`src/rtl/teras_result_reader.sv`:
```
// teras_result_reader: sink for the teras result stream (rts/rtr/data).
// Results are buffered in a FIFO and read by the management core through
// Wishbone registers: DATA (pop), STATUS, CTRL (flush / clear sticky flags).
// Optional feature macro TERAS_RDR_IRQ_EN: adds irq_o and a THRESH register
// at address slot 3; without it slot 3 reads 0 and ignores writes.
module teras_result_reader #(
   parameter int DATA_W = 32,
   parameter int DEPTH  = 16,
   parameter int CNT_W  = 5
) (
   input  logic              clk,
   input  logic              rst_n,
   input  logic              rts_i,
   output logic              rtr_o,
   input  logic [DATA_W-1:0] data_i,
   input  logic              wbs_stb_i,
   input  logic              wbs_cyc_i,
   input  logic              wbs_we_i,
   input  logic [3:0]        wbs_sel_i,
   input  logic [31:0]       wbs_adr_i,
   input  logic [31:0]       wbs_dat_i,
`ifdef TERAS_RDR_IRQ_EN
   output logic              irq_o,
`endif
   output logic              wbs_ack_o,
   output logic [31:0]       wbs_dat_o
);

   localparam int              PTR_W    = $clog2(DEPTH);
   localparam logic [CNT_W-1:0] CNT_FULL = CNT_W'(DEPTH);
   localparam logic [1:0]       A_DATA   = 2'd0;
   localparam logic [1:0]       A_STATUS = 2'd1;
   localparam logic [1:0]       A_CTRL   = 2'd2;
   localparam logic [1:0]       A_AUX    = 2'd3;

   logic [DATA_W-1:0] mem [DEPTH];
   logic [PTR_W-1:0]  wptr_q, wptr_d;
   logic [PTR_W-1:0]  rptr_q, rptr_d;
   logic [CNT_W-1:0]  cnt_q, cnt_d;
   logic              unf_q, unf_d;
   logic              drop_q, drop_d;
   logic [7:0]        stall_q, stall_d;
   logic              ack_q, ack_d;
   logic [31:0]       dat_q, dat_d;
   logic [31:0]       rdata;

   logic       full, empty, push, pop;
   logic       req, rd_req, wr_req;
   logic [1:0] adr;
   logic       unf_set, ctrl_wr, flush, clr, stall_hit, drop_set;

`ifdef TERAS_RDR_IRQ_EN
   logic [CNT_W-1:0] thresh_q, thresh_d;
   logic             irq_q, irq_d;
`endif

   // Full/empty come from the registered count only, so rtr_o never
   // depends combinationally on a pop in the same cycle.
   assign full      = (cnt_q == CNT_FULL);
   assign empty     = (cnt_q == '0);
   assign rtr_o     = rst_n & ~full;
   assign push      = rts_i & rtr_o;

   // A request is only taken while no ack is outstanding, which yields
   // one-cycle latency and ack every other cycle on back-to-back strobes.
   assign req       = wbs_cyc_i & wbs_stb_i & ~ack_q;
   assign rd_req    = req & ~wbs_we_i;
   assign wr_req    = req & wbs_we_i;
   assign adr       = wbs_adr_i[3:2];

   assign pop       = rd_req & (adr == A_DATA) & ~empty;
   assign unf_set   = rd_req & (adr == A_DATA) & empty;
   assign ctrl_wr   = wr_req & (adr == A_CTRL) & wbs_sel_i[0];
   assign flush     = ctrl_wr & wbs_dat_i[0];
   assign clr       = ctrl_wr & wbs_dat_i[1];
   assign stall_hit = rts_i & full;
   assign drop_set  = stall_hit & (stall_q == 8'hFF);

   logic unused_ok;
   assign unused_ok = ^{wbs_sel_i[3:1], wbs_adr_i[31:4], wbs_adr_i[1:0], wbs_dat_i[31:2]};

   // Pointer and occupancy update; flush overrides a concurrent push.
   always_comb begin
      wptr_d = wptr_q;
      rptr_d = rptr_q;
      cnt_d  = cnt_q;
      if (flush) begin
         wptr_d = '0;
         rptr_d = '0;
         cnt_d  = '0;
      end else begin
         if (push) wptr_d = wptr_q + PTR_W'(1);
         if (pop)  rptr_d = rptr_q + PTR_W'(1);
         cnt_d = cnt_q + CNT_W'(push) - CNT_W'(pop);
      end
   end

   // Sticky flags (set beats clear) and saturating stall counter.
   always_comb begin
      unf_d   = (unf_q & ~clr) | unf_set;
      drop_d  = (drop_q & ~clr) | drop_set;
      stall_d = '0;
      if (stall_hit) stall_d = (stall_q == 8'hFF) ? 8'hFF : stall_q + 8'd1;
   end

   // Read mux evaluated against the state present when the request is seen.
   always_comb begin
      rdata = '0;
      case (adr)
         A_DATA: begin
            if (!empty) rdata[DATA_W-1:0] = mem[rptr_q];
         end
         A_STATUS: begin
            rdata[CNT_W-1:0] = cnt_q;
            rdata[16]        = empty;
            rdata[17]        = full;
            rdata[18]        = unf_q;
            rdata[19]        = drop_q;
         end
`ifdef TERAS_RDR_IRQ_EN
         A_AUX: rdata[CNT_W-1:0] = thresh_q;
`endif
         default: ;
      endcase
   end

   // Wishbone response: ack and data registered one cycle after the request.
   always_comb begin
      ack_d = req;
      dat_d = dat_q;
      if (req) dat_d = wbs_we_i ? 32'd0 : rdata;
   end

   // Control and response state.
   always_ff @(posedge clk or negedge rst_n) begin
      if (!rst_n) begin
         wptr_q  <= '0;
         rptr_q  <= '0;
         cnt_q   <= '0;
         unf_q   <= 1'b0;
         drop_q  <= 1'b0;
         stall_q <= '0;
         ack_q   <= 1'b0;
         dat_q   <= '0;
      end else begin
         wptr_q  <= wptr_d;
         rptr_q  <= rptr_d;
         cnt_q   <= cnt_d;
         unf_q   <= unf_d;
         drop_q  <= drop_d;
         stall_q <= stall_d;
         ack_q   <= ack_d;
         dat_q   <= dat_d;
      end
   end

   // FIFO storage holds data only, so it carries no reset.
   always_ff @(posedge clk) begin
      if (push) mem[wptr_q] <= data_i;
   end

   assign wbs_ack_o = ack_q;
   assign wbs_dat_o = dat_q;

`ifdef TERAS_RDR_IRQ_EN
   // Threshold register write and level interrupt from the registered count.
   always_comb begin
      thresh_d = thresh_q;
      if (wr_req && (adr == A_AUX) && wbs_sel_i[0]) thresh_d = wbs_dat_i[CNT_W-1:0];
      irq_d = (cnt_q >= thresh_q) && (thresh_q != '0);
   end

   // Threshold resets to 1 so the interrupt means "not empty" by default.
   always_ff @(posedge clk or negedge rst_n) begin
      if (!rst_n) begin
         thresh_q <= CNT_W'(1);
         irq_q    <= 1'b0;
      end else begin
         thresh_q <= thresh_d;
         irq_q    <= irq_d;
      end
   end

   assign irq_o = irq_q;
`endif

endmodule

```
`config.mk`:
```
export PLATFORM = sky130hd
export DESIGN_NAME = teras_result_reader
export DESIGN_NICKNAME = d
export VERILOG_FILES = /design/src/rtl/teras_result_reader.sv
export SDC_FILE = /design/constraint.sdc
export NUM_CORES = 1
export LEC_CHECK = 0
export BUFFER_PORTS_ARGS = -buffer_cell sky130_fd_sc_hd__buf_2
export CAP_MARGIN = 20
export CORE_ASPECT_RATIO = 1.2
export CORE_MARGIN = 5
export CORE_UTILIZATION = 45
export CTS_BUF_LIST = sky130_fd_sc_hd__clkbuf_2 sky130_fd_sc_hd__clkbuf_4 sky130_fd_sc_hd__clkbuf_8
export CTS_CLUSTER_DIAMETER = 80
export DETAILED_ROUTE_END_ITERATION = 6
export GPL_TIMING_DRIVEN = 0
export PLACE_DENSITY_LB_ADDON = 0.08
export RECOVER_POWER = 100
export SLEW_MARGIN = 15
export SYNTH_ARGS = -nofsm -noshare
export SYNTH_HDL_FRONTEND = slang
export SYNTH_SLANG_ARGS = --single-unit
```
`constraint.sdc`:
```
create_clock -name clk -period 11.9 [get_ports clk]
set_input_delay 3.57 -clock clk [delete_from_list [all_inputs] [get_ports clk]]
set_output_delay 3.57 -clock clk [all_outputs]
set_load 0.05 [all_outputs]
```
==> metrics.txt <==
status=finished, violations left; failing checks=capacitance limit, slew limit; Critical Path RT=between 8000 and 9000 ps; VDD IR-drop max=roughly 0.09 mV; number of global-route vias before repair=11520; Vias/cell=between 5 and 6; skew final=about 35 ps; Hold Path Class=register to register; largest cells by area after synthesis=edfxtp_1, mux4_2, dfrtp_1, mux2i_1, a22o_1; hold-fix buffers at CTS=0; Yosys Warn Count=0; highest routed layer=met4; Syn Area/Cell=about 22 µm²; final hold vios=0; CTS clk-pin slew, worst paths=60 ps; CTS root buffer=clkbuf_8; data arrival time of the critical path=~5500 ps; DRC Markers=0; vias=between 10000 and 15000; Pins Over Slew Limit=approximately 260; Period minus WS final=roughly 9100 ps; met2 routed WL=27010 µm; Sum Neg Setup Slack=0 ps; Fmax achieved=0.1101 GHz; MaxCap Viol Count=16; commonest non-fill, non-tap cells in the layout=edfxtp_1, clkbuf_1, mux4_2, clkbuf_8, mux2i_1; initial antenna violation count=2; 1st-pass router iterations=5; Starting Density=0.4560; nets=1350; clk_lat worst skew=roughly 700 ps; RePlAce Congestion=0.7312; crit path max fanout=48; DR WL met3=approximately 2600 µm; Critical Path Source Type=primary input; Die X=212.0 µm; htree depth=3; Leak Pwr=~0.0083 µW; Slew @ Worst Pin=2168 ps; TritonCTS clock tree=done; setup bufs post-CTS=0; #FFs+latches synth=568; Synth area leader=edfxtp_1; Ports=140; hpwl dp=34040 µm; Post-Syn Nets=about 1100; Final period util=0.7631; register area share after synthesis=0.7612; Post-Place Cells=~1800; Detailed Route WL=about 53000 µm; CTS buffer count=roughly 90; layout cells sized above 1=0.2427; synthesized area=around 22000 µm²; Final Non-Filler Cells=roughly 1900; Setup CP Type=primary input to primary output; Pwr per Cell Area=about 210 nW/µm²; final setup vio count=0; CP Capture Type=primary output; total track usage=0.2017; commonest non-fill, non-tap cell in the layout=edfxtp_1; area share of the largest cell type after synthesis=0.6976; max_slew headroom=-0.4509; CORE AREA=48340 µm²; CTS sink count=between 500 and 600; # rows=slightly below 90; global-route wire length before repair=between 70000 and 80000 µm; drt first-iter violations=897; Die ar.=between 50000 and 60000 µm²; I/O Buffers=76; RSZ-0062 raised after global routing=false; clk buf depth=3; antenna violation net count after detailed routing=0; Die Ht=around 250 µm; Area Overhead vs Synth=14.52%; largest net degree at the start of global routing=between 40 and 50; grt ovf=0; unique cell type count in the Yosys netlist=48; WL/cell=roughly 27 µm; post-CTS sizing=0; M1 WL=22080 µm; cells after synthesis=1019
-- area by class of cell --
type                       count  area [µm²]
antenna                        2       5.005
buffer                        51       250.2
clock buffer                 139        1707
clock inverter                30       217.7
fill                        3903       23100
inverter                      21       78.83
multi-input combinational    379        4930
sequential                   568       16780
tap                          630       788.3
timing repair buffer         118       488.0
-- critical path, cell delays in order --
cell and delay, ps:
clkbuf_1 920, buf_16 330, and2_1 170, clkbuf_1 460
-- synth_stat cells, drive strengths merged --
cell type	n
nor3b	1
a31oi	3
a21oi	4
nand4bb	1
ha	12
a222oi	6
clkinv	1
fa	1
o21ai	6
clkbuf	20
nand3	6
edfxtp	512
a22o	23
dfrtp	56
xnor2	5
nand4	4
buf	31
a211oi	1
and4b	1
xor2	5
and4	1
mux2i	79
nand2	16
nor4	1
or2	2
nor2b	6
a2111oi	2
or4b	1
a21o	1
a21bo	1
a32o	1
and2	2
or3	1
nor3	10
nand2b	4
nor2	27
o21bai	2
nor4b	1
nand3b	1
mux4	132
and3	5
a22oi	4
inv	20
-- power by group --
group,total (µW),internal [µW],switching (µW)
clock network,1740,981,762
registers,2350,2310,48.0
logic,1310,578,728
total,5400,3860,1540
-- final timing paths --
check | slack, ps | from | to | depth (start not counted)
max reg2reg | 7040 | cnt_q[2] | mem[6][4] | 8
min | 500 | wbs_dat_o[25] | wbs_dat_o[25] | 1
max | 2820 | rst_n | rtr_o | 4
max in group asynchronous | 7830 | rst_n | wbs_dat_o[23] | 2
min reg2reg | 500 | wbs_dat_o[25] | wbs_dat_o[25] | 1
min in group asynchronous | 3190 | rst_n | wbs_dat_o[12] | 1
-- per-layer routing --
layer | vias up | GRT usage
met3 | 58 | 0.03886
met1 | 5751 | 0.2686
li1 | 4670 | -
met5 | - | 0
met4 | 0 | 0.06149
met2 | 294 | 0.3402
-- flip-flops by register name, indices dropped and copies added (netlist names) --
signal / flops
mem: 512
wbs_dat_o: 32
stall_q: 8
cnt_q: 5
rptr_q: 4
wptr_q: 4
drop_q: 1
unf_q: 1
wbs_ack_o: 1
-- per-stage QoR --
stage	setup slack [ps]	area [µm²]	util	total power, µW	hold slack (ps)
finish	2819	25240	0.5222	5402	502.9
global route	2710	25240	0.5221	5660	519.7
CTS	3689	25870	0.5353	5531	507.7
detailed placement	3691	23950	0.4954	3779	490.8
global placement	4.467	23210	0.4801	3721	485.8
floorplan	4353	22040	-	3319	459.5
-- cell families after synthesis --
family                   count (synthesis)  share of synthesized area
flip-flops                             568                     0.7612
multiplexers                           211                     0.1716
AND/OR/NAND/NOR                         91                    0.02095
buffers and inverters                   72                    0.01516
AO/OA/AOI/OAI                           54                    0.01942
adder cells (fa/ha/maj)                 13                   0.007721
XOR/XNOR                                10                   0.003974
Power figures use the tool's default switching activity.
